==> config.mk <==
export PLATFORM = sky130hd
export DESIGN_NAME = fc_controller
export DESIGN_NICKNAME = d
export VERILOG_FILES = /design/src/rtl/fc_ctrl_pkg.sv /design/src/rtl/fc_argmax.sv /design/src/rtl/fc_controller.sv
export SDC_FILE = /design/constraint.sdc
export NUM_CORES = 1
export LEC_CHECK = 0
export BUFFER_PORTS_ARGS = -buffer_cell sky130_fd_sc_hd__buf_2
export CAP_MARGIN = 5
export CORE_MARGIN = 4
export CORE_UTILIZATION = 57
export CTS_CLUSTER_DIAMETER = 30
export CTS_CLUSTER_SIZE = 10
export DETAILED_ROUTE_END_ITERATION = 12
export HOLD_SLACK_MARGIN = 0.05
export PLACE_DENSITY = 0.8
export SETUP_SLACK_MARGIN = 0.02
export SLEW_MARGIN = 20
export SYNTH_ARGS = -nofsm -noshare
export SYNTH_HDL_FRONTEND = slang
export SYNTH_SLANG_ARGS = --single-unit
==> constraint.sdc <==
create_clock -name clk_i -period 3.6 [get_ports clk_i]
set_input_delay 0.72 -clock clk_i [delete_from_list [all_inputs] [get_ports clk_i]]
set_output_delay 0.72 -clock clk_i [all_outputs]
set_load 0.05 [all_outputs]
==> src/rtl/fc_ctrl_pkg.sv <==
// Shared types and helpers for the fully-connected classifier sequencer.
//   - fc_state_e    : sequencer FSM states
//   - total_weights : number of weights across the whole network
//   - in_base       : activation base address of a layer's inputs
//   - relu          : max(0, v) on a sign-extended value
package fc_ctrl_pkg;

  typedef enum logic [2:0] {
    StIdle,
    StClear,
    StMac,
    StDrain,
    StWb,
    StDone
  } fc_state_e;

  function automatic int unsigned total_weights(input int unsigned l1, input int unsigned l2,
                                                input int unsigned l3);
    return l1 * l2 + l2 * l3;
  endfunction

  // Layer 0 reads the network inputs at 0; layer 1 reads the hidden activations stored after them.
  function automatic int unsigned in_base(input logic layer, input int unsigned l1);
    return layer ? l1 : 0;
  endfunction

  function automatic logic signed [31:0] relu(input logic signed [31:0] v);
    return (v < 0) ? '0 : v;
  endfunction

endpackage

==> src/rtl/fc_argmax.sv <==
// Running arg-max tracker for the output layer.
//   clk_i, rst_ni : clock, async active-low reset
//   upd_i         : a new candidate value is presented
//   first_i       : candidate is the first of the run; it loads unconditionally
//   val_i, idx_i  : candidate value (signed) and its class index
//   max_idx_o     : index of the largest value seen so far
// Strict greater-than keeps the lowest index on ties.
module fc_argmax #(
  parameter int unsigned DATA_W = 16,
  parameter int unsigned IDX_W  = 4
) (
  input  logic                     clk_i,
  input  logic                     rst_ni,
  input  logic                     upd_i,
  input  logic                     first_i,
  input  logic signed [DATA_W-1:0] val_i,
  input  logic [IDX_W-1:0]         idx_i,
  output logic [IDX_W-1:0]         max_idx_o
);

  logic signed [DATA_W-1:0] max_q, max_d;
  logic [IDX_W-1:0]         idx_q, idx_d;

  always_comb begin
    max_d = max_q;
    idx_d = idx_q;
    if (upd_i && (first_i || (val_i > max_q))) begin
      max_d = val_i;
      idx_d = idx_i;
    end
  end

  always_ff @(posedge clk_i or negedge rst_ni) begin
    if (!rst_ni) begin
      max_q <= '0;
      idx_q <= '0;
    end else begin
      max_q <= max_d;
      idx_q <= idx_d;
    end
  end

  assign max_idx_o = idx_q;

endmodule

==> src/rtl/fc_controller.sv <==
// Sequencer for the three-layer FC classifier driving a shared single-MAC datapath.
//   clk_i, rst_ni   : clock, async active-low reset
//   enable_i        : start request (sampled in idle); dropping it in done returns to idle
//   mac_acc_i       : signed accumulator value from the MAC
//   rd_en_o, w_addr_o, a_addr_o : weight/activation read strobe and addresses
//   mac_clear_o, mac_en_o       : accumulator clear / accumulate (rd_en delayed one cycle)
//   act_wr_en_o, act_wr_addr_o, act_wr_data_o : hidden activation writeback
//   finished_o, result_o        : run complete, arg-max class index
// Build option: define FC_RELU_EN to write back max(0, acc) instead of the raw accumulator.
// All outputs are registered; the strobe/address registers are loaded from the next state.
module fc_controller
  import fc_ctrl_pkg::*;
#(
  parameter int unsigned L1_NODES = 3,
  parameter int unsigned L2_NODES = 2,
  parameter int unsigned L3_NODES = 10,
  parameter int unsigned ADDR_W   = 8,
  parameter int unsigned DATA_W   = 16
) (
  input  logic                     clk_i,
  input  logic                     rst_ni,
  input  logic                     enable_i,
  input  logic signed [DATA_W-1:0] mac_acc_i,
  output logic                     rd_en_o,
  output logic [ADDR_W-1:0]        w_addr_o,
  output logic [ADDR_W-1:0]        a_addr_o,
  output logic                     mac_clear_o,
  output logic                     mac_en_o,
  output logic                     act_wr_en_o,
  output logic [ADDR_W-1:0]        act_wr_addr_o,
  output logic [DATA_W-1:0]        act_wr_data_o,
  output logic                     finished_o,
  output logic [3:0]               result_o
);

  localparam logic [ADDR_W-1:0] L1A     = ADDR_W'(L1_NODES);
  localparam logic [ADDR_W-1:0] L2A     = ADDR_W'(L2_NODES);
  localparam logic [ADDR_W-1:0] L3A     = ADDR_W'(L3_NODES);
  localparam logic [ADDR_W-1:0] AddrOne = ADDR_W'(1);
  localparam int unsigned       TotalW  = total_weights(L1_NODES, L2_NODES, L3_NODES);

  fc_state_e         state_q, state_d;
  logic              layer_q, layer_d;
  logic [ADDR_W-1:0] node_q, node_d;
  logic [ADDR_W-1:0] in_idx_q, in_idx_d;   // index of the read currently on the bus
  logic [ADDR_W-1:0] w_cnt_q, w_cnt_d;     // next weight address to issue
  logic [ADDR_W-1:0] n_in, n_nodes;

  logic              rd_en_d, mac_clear_d, mac_en_d, act_wr_en_d, finished_d;
  logic [ADDR_W-1:0] w_addr_d, a_addr_d, act_wr_addr_d;
  logic [DATA_W-1:0] act_wr_data_d, wb_data;
  logic              wb_hidden, wb_output;

  assign n_in    = layer_q ? L2A : L1A;
  assign n_nodes = layer_q ? L3A : L2A;

  // State and walk counters
  always_ff @(posedge clk_i or negedge rst_ni) begin
    if (!rst_ni) begin
      state_q  <= StIdle;
      layer_q  <= 1'b0;
      node_q   <= '0;
      in_idx_q <= '0;
      w_cnt_q  <= '0;
    end else begin
      state_q  <= state_d;
      layer_q  <= layer_d;
      node_q   <= node_d;
      in_idx_q <= in_idx_d;
      w_cnt_q  <= w_cnt_d;
    end
  end

  // Next state
  always_comb begin
    state_d  = state_q;
    layer_d  = layer_q;
    node_d   = node_q;
    in_idx_d = in_idx_q;
    w_cnt_d  = w_cnt_q;
    unique case (state_q)
      StIdle: begin
        if (enable_i) begin
          state_d = StClear;
          layer_d = 1'b0;
          node_d  = '0;
          w_cnt_d = '0;
        end
      end
      StClear: begin
        state_d  = StMac;
        in_idx_d = '0;
        w_cnt_d  = w_cnt_q + AddrOne;
      end
      StMac: begin
        if (in_idx_q == n_in - AddrOne) begin
          state_d = StDrain;
        end else begin
          in_idx_d = in_idx_q + AddrOne;
          w_cnt_d  = w_cnt_q + AddrOne;
        end
      end
      StDrain: state_d = StWb;
      StWb: begin
        state_d = StClear;
        if (node_q == n_nodes - AddrOne) begin
          node_d = '0;
          if (layer_q) begin
            state_d = StDone;
          end else begin
            layer_d = 1'b1;
          end
        end else begin
          node_d = node_q + AddrOne;
        end
      end
      StDone: begin
        if (!enable_i) begin
          state_d = StIdle;
        end
      end
      default: state_d = StIdle;
    endcase
  end

`ifdef FC_RELU_EN
  assign wb_data = DATA_W'(relu(32'(mac_acc_i)));
`else
  assign wb_data = mac_acc_i;
`endif

  assign wb_hidden = (state_q == StWb) && !layer_q;
  assign wb_output = (state_q == StWb) && layer_q;

  // Output next values
  always_comb begin
    rd_en_d       = (state_d == StMac);
    mac_clear_d   = (state_d == StClear);
    finished_d    = (state_d == StDone);
    mac_en_d      = rd_en_o;
    w_addr_d      = w_addr_o;
    a_addr_d      = a_addr_o;
    act_wr_en_d   = wb_hidden;
    act_wr_addr_d = act_wr_addr_o;
    act_wr_data_d = act_wr_data_o;
    if (rd_en_d) begin
      w_addr_d = w_cnt_q;
      a_addr_d = ADDR_W'(in_base(layer_q, L1_NODES)) + in_idx_d;
    end
    // The accumulator is final during WB, so the write lands the cycle after.
    if (wb_hidden) begin
      act_wr_addr_d = L1A + node_q;
      act_wr_data_d = wb_data;
    end
  end

  always_ff @(posedge clk_i or negedge rst_ni) begin
    if (!rst_ni) begin
      rd_en_o       <= 1'b0;
      w_addr_o      <= '0;
      a_addr_o      <= '0;
      mac_clear_o   <= 1'b0;
      mac_en_o      <= 1'b0;
      act_wr_en_o   <= 1'b0;
      act_wr_addr_o <= '0;
      act_wr_data_o <= '0;
      finished_o    <= 1'b0;
    end else begin
      rd_en_o       <= rd_en_d;
      w_addr_o      <= w_addr_d;
      a_addr_o      <= a_addr_d;
      mac_clear_o   <= mac_clear_d;
      mac_en_o      <= mac_en_d;
      act_wr_en_o   <= act_wr_en_d;
      act_wr_addr_o <= act_wr_addr_d;
      act_wr_data_o <= act_wr_data_d;
      finished_o    <= finished_d;
    end
  end

  fc_argmax #(
    .DATA_W(DATA_W),
    .IDX_W (4)
  ) u_argmax (
    .clk_i    (clk_i),
    .rst_ni   (rst_ni),
    .upd_i    (wb_output),
    .first_i  (node_q == '0),
    .val_i    (mac_acc_i),
    .idx_i    (node_q[3:0]),
    .max_idx_o(result_o)
  );

  // The linear weight walk must stay inside the network's weight block.
  a_w_addr_range : assert property (@(posedge clk_i) disable iff (!rst_ni)
                                    rd_en_o |-> (int'(w_addr_o) < TotalW));

endmodule

==> results of run 1 <==
cell usage after synthesis, types with 3 or more instances:
master	number
inv_1	31
o21ai_1	4
buf_6	3
buf_2	5
clkbuf_1	10
o31ai_1	6
and3_1	6
a21oi_1	11
dfrtp_1	93
nor3_1	7
xnor2_1	12
o22ai_1	6
o21ai_0	26
nand3_1	17
ha_1	24
nor2b_1	6
xor2_1	8
nor2_1	24
nand2_1	103
nand4_1	6
mux2_4	19
layout by cell type (no fill, tap or decap), types with 3 or more instances in the layout:
| master | instances |
|---|---|
| o21ai_0 | 26 |
| nor2b_1 | 6 |
| dfrtp_1 | 93 |
| nor3_1 | 7 |
| xnor2_1 | 12 |
| clkbuf_8 | 9 |
| buf_4 | 8 |
| buf_2 | 66 |
| nor2_1 | 24 |
| o22ai_1 | 6 |
| o21ai_1 | 4 |
| ha_1 | 24 |
| xor2_1 | 8 |
| a21oi_1 | 11 |
| clkinvlp_4 | 3 |
| nand4_1 | 6 |
| o31ai_1 | 6 |
| nand3_1 | 17 |
| mux2_4 | 19 |
| and3_1 | 6 |
| nand2_1 | 103 |
| inv_1 | 31 |
final timing paths:
kind | from | end | slack [ns] | cells after the start
worst max-delay path | state_q[1]$_DFF_PN0_ | a_addr_o[7]$_DFFE_PN0P_ | 0.42 | 12
worst min-delay path | rd_en_o$_DFF_PN0_ | mac_en_o$_DFF_PN0_ | 0.38 | 0
worst max register to register | state_q[1]$_DFF_PN0_ | a_addr_o[7]$_DFFE_PN0P_ | 0.42 | 12
worst min register to register | rd_en_o$_DFF_PN0_ | mac_en_o$_DFF_PN0_ | 0.38 | 0
max in group asynchronous | rst_ni | u_argmax.max_q[9]$_DFFE_PN0P_ | 2.41 | 2
min in group asynchronous | rst_ni | u_argmax.max_idx_o[1]$_DFFE_PN0P_ | 0.46 | 1
routing by layer:
layer | track usage | up-vias | wire (µm)
li1 | - | 1766 | -
met5 | 0 | - | 0
met4 | 0.0777 | 0 | 144
met1 | 0.278 | 1787 | 4500
met2 | 0.347 | 106 | 4850
met3 | 0.0320 | 12 | 498
power breakdown:
part           total [mW]  switching (mW)  leakage (nW)  internal [mW]
Clock               0.714           0.385        0.0940          0.329
Sequential           1.68           0.272          1.19           1.41
Combinational        2.37            1.64          1.48          0.730
Total                4.77            2.30          2.77           2.47
stage by stage:
step                      instance area (µm²)  setup slack [ns]
after floorplan                          4810             0.710
after global placement                   5230             0.575
after detailed placement                 5230             0.451
after CTS                                5430             0.406
after global routing                     5430             0.132
final                                    5430             0.421
flip-flops by register name, summed over array words and instances, names as in the netlist, 3 cells and up:
name / cells
a_addr_o: 8
act_wr_addr_o: 8
act_wr_data_o: 16
in_idx_q: 8
node_q: 8
state_q: 3
u_argmax.max_idx_o: 4
u_argmax.max_q: 16
w_addr_o: 8
w_cnt_q: 8
cells by family (layout without fill, tap and decap cells):
family	Yosys count	in the layout	share of synthesized area
buffers and inverters	52	123	0.0473
DFF	93	93	0.484
adders and majority gates	25	25	0.0666
AOI/OAI and AO/OA	76	76	0.103
muxes	22	22	0.0658
xor gates and xnor gates	21	21	0.0398
and+or+nand+nor	193	193	0.193
area by class of cell:
type,count,area (µm²),area share
tap,105,131,0.0242
multi-input combinational,337,2250,0.415
timing repair buffer,74,390,0.0719
clock inverter,7,81.3,0.0150
clock buffer,9,124,0.0228
inverter,33,124,0.0228
sequential,93,2330,0.428
==> out/results.tsv, run 1 <==
metric	value	unit
ctsResizeCount	0	
hold_viol_final	0	
drv_slew	0	
die_w	99.9	µm
yosysTopAreaCellShare	0.484	
critPathBufInv	1	
setup_violations	0	
critPathLaunchType	flip-flop	
synthTopCellsByArea	dfrtp_1 (48%), nand2_1 (8.0%), ha_1 (6.2%)	
drive_gt1_frac	0.233	
slowest_delay	0.61	ns
area_delta_synth_final	13.0	%
synth_flop_cell	dfrtp_1	
end_kind	flip-flop	
synth-warning-count	0	
p_leak	2.77	nW
first_pass_iters	5	
fill_cells	641	
powerDensity	878	nW/µm²
gr-total-overflow	0	
setup_tns	0	ns
critPathRequiredTime	3.89	ns
cts_tree	built	
arrival	3.47	ns
skew	0.0107	ns
ant_nets	0	
syn_avg_cell_area	9.98	µm²
grt_setup_unrepaired	no	
path_delay_family	compound AO/OA/AOI/OAI gates	
fin_cells	658	
hpwl	7280	µm
crit_chain	nor3b_2, nand2_1, o21a_1, buf_4, a22o_1, ha_1, a21o_1, nand3_1, o22ai_1, nand4_2, xor2_1, a21oi_1	
p_total	4.77	mW
clk_latency	0.36	ns
syn_area	4810	µm²
row_count	33	
status	completed	
wl_per_cell	15.2	µm
grt_max_degree	71	
die_area	9970	µm²
synth.largest_area_cell	dfrtp_1	
cts_sinks	93	
max_freq	315	MHz
path_clk_slew	0.10	ns
cts_root_buffer	clkbuf_8	
utilization	0.661	
port_buffers	67	
period_share	0.883	
hold_path.class	reg2reg	
crit_slowest_cell	dfrtp_1	
worstSetupPathType	reg2reg	
htreeDepth	3	
clockBufferDepth	2	
num_antenna_cells	0	
timing.hold.ws	0.377	ns
vias	3671	
slew-limit-headroom	0.419	
fin_crit	3.18	ns
drc	0	
die_y	99.9	µm
grtUsageTotal	0.209	
grt_pass1_vias	3661	
syn_inst	482	
wl	9990	µm
io-pin-count	68	
path_max_fanout	20	
vdd_drop_max	0.000703	V
worst_pin_slew	0.871	ns
ys_types	62	
syn_nets	526	
grt_pass1_wl	16800	µm
vias_per_cell	5.58	
synth_enable_flop_cells	0	
seq_area_frac_synth	0.484	
drt_iter0_markers	109	
core	8220	µm²
ys_seq_elements	93	
placedCellCount	642	
synthArstFlopShare	1.00	
fin_nets	592	
maxCapViolCount	0	
cts_buffers	9	
start_util	0.585	
post_cts_buffers	0	
antenna_found_initial	0	
place_congestion	0.871	
cts_hold_buffers	0	
(Power assumes the default switching activity.)
==> run 2, diff against run 1 <==
--- a/config.mk
+++ b/config.mk
@@ -7,7 +7,7 @@
 export LEC_CHECK = 0
 export BUFFER_PORTS_ARGS = -buffer_cell sky130_fd_sc_hd__buf_2
 export CAP_MARGIN = 5
-export CORE_MARGIN = 4
+export CORE_MARGIN = 2
 export CORE_UTILIZATION = 57
 export CTS_CLUSTER_DIAMETER = 30
 export CTS_CLUSTER_SIZE = 10
==> constraint.sdc (replaced) <==
create_clock -name clk_i -period 4.1 [get_ports clk_i]
set_input_delay 0.82 -clock clk_i [delete_from_list [all_inputs] [get_ports clk_i]]
set_output_delay 0.82 -clock clk_i [all_outputs]
set_load 0.05 [all_outputs]
==> run 2 against run 1 <==
Effect of this change:
- via count down 1.0%
- cell count down 0.30%
- sequential share of layout area increased by 0.28 points
- critical path depth stayed put
- clock-buffer cell count did not move
- critical endpoint unchanged
==> out/results.tsv, run 2 (synthesis results as in run 1) <==
metric	value	unit	change
htreeDepth	3		unchanged
critPathRequiredTime	4.38	ns	was 3.89 ns
cts_sinks	93		unchanged
multi_input_area	2250	µm²	unchanged
placedCellCount	640		was 642
core	8220	µm²	unchanged
worstSetupPathType	reg2reg		unchanged
setup_slack	0.836	ns	was 0.421 ns
path_clk_slew	0.09	ns	was 0.10 ns
ctsResizeCount	0		unchanged
place_congestion	0.810		was 0.871
first_pass_iters	4		was 5
period_share	0.796		was 0.883
hpwl	7120	µm	was 7280 µm
gr-total-overflow	0		unchanged
grt_setup_unrepaired	no		unchanged
die_area	9190	µm²	was 9970 µm²
top_regs	act_wr_data_o x16, u_argmax.max_q x16		unchanged
clkPwrFrac	0.138		was 0.150
cts_hold_buffers	0		unchanged
max_freq	306	MHz	was 315 MHz
port_buffers	67		unchanged
seq_area	2330	µm²	unchanged
status	completed		unchanged
hold_path.class	reg2reg		unchanged
design_area	5400	µm²	was 5430 µm²
mostFrequentLayoutCell	nand2_1		unchanged
p_sw	2.02	mW	was 2.30 mW
fin_crit	3.26	ns	was 3.18 ns
clockBufferDepth	2		unchanged
p_int	2.10	mW	was 2.47 mW
vias	3634		was 3671
cts_buffers	9		unchanged
clk_latency	0.36	ns	about the same
cts_tree	built		unchanged
die_y	95.9	µm	was 99.9 µm
cts_root_buffer	clkbuf_8		unchanged
ant_nets	0		unchanged
end_kind	flip-flop		unchanged
antenna_found_initial	0		unchanged
path_max_fanout	21		was 20
grt_pass1_wl	16800	µm	about the same
fin_cells	656		was 658
vias_per_cell	5.54		was 5.58
utilization	0.657		was 0.661
die_w	95.9	µm	was 99.9 µm
p_total	4.12	mW	was 4.77 mW
start_util	0.585		unchanged
powerDensity	763	nW/µm²	was 878 nW/µm²
area_delta_synth_final	12.2	%	was 13.0%
grt_max_degree	70		was 71
worst_pin_slew	0.864	ns	was 0.871 ns
post_cts_buffers	0		unchanged
vdd_drop_max	0.000499	V	was 0.000703 V
fin_nets	590		was 592
skew	0.0123	ns	was 0.0107 ns
slew-limit-headroom	0.424		was 0.419
maxCapViolCount	0		unchanged
wl	9910	µm	was 9990 µm
p_leak	2.76	nW	was 2.77 nW
grtUsageTotal	0.235		was 0.209
drt_iter0_markers	149		was 109
hold_viol_final	0		unchanged
timing.hold.ws	0.383	ns	was 0.377 ns
power_frac_comb	0.505		was 0.497
fill_cells	688		was 641
drv_slew	0		unchanged
arrival	3.54	ns	was 3.47 ns
layout_common_cells	nand2_1 (103), dfrtp_1 (93), buf_2 (66), inv_1 (31), o21ai_0 (26)		unchanged
p_seq_frac	0.358		was 0.353
netSwitchingFraction	0.490		was 0.482
wl_per_cell	15.1	µm	was 15.2 µm
row_count	33		unchanged
num_antenna_cells	0		unchanged
dpl_cell_area	5230	µm²	about the same
setup_violations	0		unchanged
critPathLaunchType	flip-flop		unchanged
setup_tns	0	ns	unchanged
grt_pass1_vias	3569		was 3661
dp_slack	0.838	ns	was 0.451 ns
drc	0		unchanged
io-pin-count	68		unchanged
drive_gt1_frac	0.230		was 0.233
-- run 2: changes by cell type in the layout (fill, tap and decap cells not counted) --
cell	previous run	this run
buf_12	0	1
buf_4	8	5
bufinv_16	1	0
clkinv_2	0	3
clkinvlp_4	3	1
inv_6	1	2
inv_8	1	0
-- run 2: power groups by stage --
stage               logic (mW)  registers [mW]  clock network, mW
finish                    2.08            1.47              0.567
CTS                       2.09            1.47              0.575
floorplan                 1.02            2.07                  0
global placement          2.03            1.48                  0
global route              2.29            1.53              0.616
detailed placement        2.08            1.49                  0
-- run 2: path summary, 6_finish.rpt --
path,startpoint,to,slack (ns),cells past startpoint
worst max-delay path,state_q[1]$_DFF_PN0_,a_addr_o[7]$_DFFE_PN0P_,0.84,12
worst min-delay path,rd_en_o$_DFF_PN0_,mac_en_o$_DFF_PN0_,0.38,0
worst max register to register,state_q[1]$_DFF_PN0_,a_addr_o[7]$_DFFE_PN0P_,0.84,12
worst min register to register,rd_en_o$_DFF_PN0_,mac_en_o$_DFF_PN0_,0.38,0
max in group asynchronous,rst_ni,u_argmax.max_q[6]$_DFFE_PN0P_,2.70,2
min in group asynchronous,rst_ni,u_argmax.max_idx_o[0]$_DFFE_PN0P_,0.55,1
-- run 2: worst max-delay path, stage by stage (launching register included) --
cell and delay, ns:
dfrtp_1 0.61, nor3b_2 0.44, nand2_1 0.24, o21a_1 0.16, buf_4 0.20, a22o_1 0.24
ha_1 0.29, a21o_1 0.13, nand3_1 0.08, o22ai_1 0.34, nand4_2 0.14, xor2_1 0.16
a21oi_1 0.15
-- run 2: final cells by class --
| type | instances | share of cell area |
|---|---|---|
| Sequential cell | 93 | 0.431 |
| Multi-Input combinational cell | 337 | 0.418 |
| Timing Repair Buffer | 72 | 0.0719 |
| Tap cell | 105 | 0.0243 |
| Clock buffer | 9 | 0.0229 |
| Inverter | 33 | 0.0229 |
| Clock inverter | 7 | 0.00904 |
-- run 2: per-layer routing --
metal  part of all wire  vias up  global-route usage
li1                   -     1761                   -
met1               0.46     1773               0.310
met2               0.48       80               0.386
met3              0.044       20              0.0532
met4              0.016        0              0.0750
met5                  0        -                   0
==> run 3, diff against run 2 <==
--- a/config.mk
+++ b/config.mk
@@ -8,12 +8,12 @@
 export BUFFER_PORTS_ARGS = -buffer_cell sky130_fd_sc_hd__buf_2
 export CAP_MARGIN = 5
 export CORE_MARGIN = 2
-export CORE_UTILIZATION = 57
+export CORE_UTILIZATION = 52
 export CTS_CLUSTER_DIAMETER = 30
 export CTS_CLUSTER_SIZE = 10
 export DETAILED_ROUTE_END_ITERATION = 12
 export HOLD_SLACK_MARGIN = 0.05
-export PLACE_DENSITY = 0.8
+export PLACE_DENSITY = 0.77
 export SETUP_SLACK_MARGIN = 0.02
 export SLEW_MARGIN = 20
 export SYNTH_ARGS = -nofsm -noshare
==> constraint.sdc (replaced) <==
create_clock -name clk_i -period 3 [get_ports clk_i]
set_input_delay 0.6 -clock clk_i [delete_from_list [all_inputs] [get_ports clk_i]]
set_output_delay 0.6 -clock clk_i [all_outputs]
set_load 0.05 [all_outputs]
==> run 3 against run 2 <==
Effect of this change:
- maximum frequency is 14% higher
- first-iteration DRC count is 15% higher
- power rose by 42%
- combinational power increased by 43%
- cell count rose by 2.3%
- sequential power is 36% higher
- clock power rose by 56%
- setup slack worse by 0.70 ns
- die area grew 9.2%
- critical path depth is the same
- core utilization decreased by 5.1 points
==> out/results.tsv, run 3 (synthesis results as in run 1) <==
metric	value	unit	change
status	completed		unchanged
fin_nets	599		was 590
hpwl	7360	µm	was 7120 µm
start_util	0.528		was 0.585
vdd_drop_max	0.000504	V	was 0.000499 V
grt_pass1_vias	3673		was 3569
slew-limit-headroom	0.543		was 0.424
power_frac_comb	0.508		was 0.505
cp-startpoint	layer_q$_DFFE_PN0P_		was state_q[1]$_DFF_PN0_
num_antenna_cells	0		unchanged
critPathRequiredTime	3.24	ns	was 4.38 ns
path_clk_slew	0.10	ns	was 0.09 ns
cts_tree	built		unchanged
row_count	35		was 33
skew	0.0120	ns	was 0.0123 ns
fin_crit	2.86	ns	was 3.26 ns
port_buffers	67		unchanged
io-pin-count	68		unchanged
p_seq_frac	0.341		was 0.358
htreeDepth	3		unchanged
reg2reg_from	layer_q$_DFFE_PN0P_		was state_q[1]$_DFF_PN0_
wl	10200	µm	was 9910 µm
critPathLaunchType	flip-flop		unchanged
die_w	100	µm	was 95.9 µm
drt_iter0_markers	172		was 149
period_share	0.953		was 0.796
hold_viol_final	0		unchanged
path_max_fanout	7		was 21
end_kind	flip-flop		unchanged
drive_gt1_frac	0.254		was 0.230
layout_common_cells	nand2_1 (102), dfrtp_1 (91), buf_2 (66), inv_1 (31), o21ai_0 (26)		was nand2_1 (103), dfrtp_1 (93), buf_2 (66), inv_1 (31), o21ai_0 (26)
antenna_found_initial	0		unchanged
setup_tns	0	ns	unchanged
hold_path.class	in2async		was reg2reg
top_regs	act_wr_data_o x16, u_argmax.max_q x16		unchanged
vias_per_cell	5.43		was 5.54
ant_nets	0		unchanged
drc	0		unchanged
placedCellCount	654		was 640
mostFrequentLayoutCell	nand2_1		unchanged
fin_cells	671		was 656
slowest_delay	0.50	ns	was 0.61 ns
grtUsageTotal	0.210		was 0.235
wl_per_cell	15.2	µm	was 15.1 µm
vias	3646		was 3634
gr-total-overflow	0		unchanged
clkPwrFrac	0.151		was 0.138
worst-r2r-setup-slack	0.14	ns	was 0.84 ns
area_delta_synth_final	14.8	%	was 12.2%
first_pass_iters	4		unchanged
core	9110	µm²	was 8220 µm²
grt_pass1_wl	17100	µm	was 16800 µm
powerDensity	1060	nW/µm²	was 763 nW/µm²
setup_slack	0.140	ns	was 0.836 ns
cts_root_buffer	clkbuf_8		unchanged
drv_slew	0		unchanged
max_freq	350	MHz	was 306 MHz
cts_sinks	93		unchanged
netSwitchingFraction	0.480		was 0.490
cts_buffers	9		unchanged
r2r_end	a_addr_o[7]$_DFFE_PN0P_		unchanged
clockBufferDepth	2		unchanged
crit_chain	and3b_1, o211ai_2, nand2_2, o21a_1, a22o_1, ha_1, a21o_1, nand3_1, o22ai_2, nand4_2, xor2_1, a21oi_1		was nor3b_2, nand2_1, o21a_1, buf_4, a22o_1, ha_1, a21o_1, nand3_1, o22ai_1, nand4_2, xor2_1, a21oi_1
worst_pin_slew	0.686	ns	was 0.864 ns
die_area	10000	µm²	was 9190 µm²
grt_max_degree	54		was 70
dp_slack	0.0549	ns	was 0.838 ns
die_y	100	µm	was 95.9 µm
p_sw	2.81	mW	was 2.02 mW
worstSetupPathType	reg2reg		unchanged
place_congestion	0.836		was 0.810
maxCapViolCount	0		unchanged
arrival	3.10	ns	was 3.54 ns
crit_slowest_cell	dfrtp_1		unchanged
setup_violations	0		unchanged
clk_latency	0.36	ns	about the same
reg2regPathDepth	12		unchanged
p_leak	2.81	nW	was 2.76 nW
p_int	3.04	mW	was 2.10 mW
## run 3: routing by layer
metal,track usage,up-vias,share of wire
met5,0,-,0
met4,0.0685,0,0.012
met3,0.0299,13,0.033
met2,0.357,77,0.51
met1,0.278,1771,0.45
li1,-,1785,-
## run 3: metrics by stage
step	power, mW	instance area (µm²)	hold WS [ns]	utilization
floorplan	4.23	4810	0.304	-
global placement	4.84	5280	0.355	0.580
detailed placement	4.94	5280	0.360	0.580
CTS	5.84	5480	0.291	0.602
global route	6.28	5520	0.320	0.606
finish	5.85	5520	0.268	0.606
## run 3: cell type report
cell class / count / area, µm²
Multi-Input combinational cell: 337 / 2280
Clock buffer: 9 / 124
Clock inverter: 7 / 80.1
Timing Repair Buffer: 81 / 443
Sequential cell: 93 / 2330
Fill cell: 752 / 3590
Tap cell: 111 / 139
Inverter: 33 / 124
## run 3: timing repair
action	CTS	global route
setup endpoints to repair	0	5
setup buffers	0	1
gates resized for setup	0	7
hold buffers	0	0
## run 3: worst max-delay path by stage
stage                              endpoint  slack, ns  cells past startpoint
floorplan           a_addr_o[6]$_DFFE_PN0P_       0.11                     15
global placement    a_addr_o[6]$_DFFE_PN0P_       0.17                     13
global route        a_addr_o[4]$_DFFE_PN0P_      -0.05                     13
finish              a_addr_o[7]$_DFFE_PN0P_       0.14                     12
CTS                 a_addr_o[6]$_DFFE_PN0P_       0.04                     13
detailed placement  a_addr_o[6]$_DFFE_PN0P_       0.05                     13
## run 3: worst max-delay path, delay by kind of cell, from the launching register on
kind	cells	cell delay, ns
fa+ha+maj	1	0.30
compound gates	6	1.08
xor+xnor	1	0.20
simple gates	4	0.65
flops	1	0.50
## run 3: power groups by stage
stage	Combinational (mW)	Sequential, mW	Clock, mW
2_1_floorplan	1.40	2.83	0
3_3_place_gp	2.85	1.99	0
3_5_place_dp	2.94	2.01	0
4_1_cts	2.95	1.99	0.898
5_1_grt	3.27	2.05	0.954
6_report	2.97	2.00	0.884
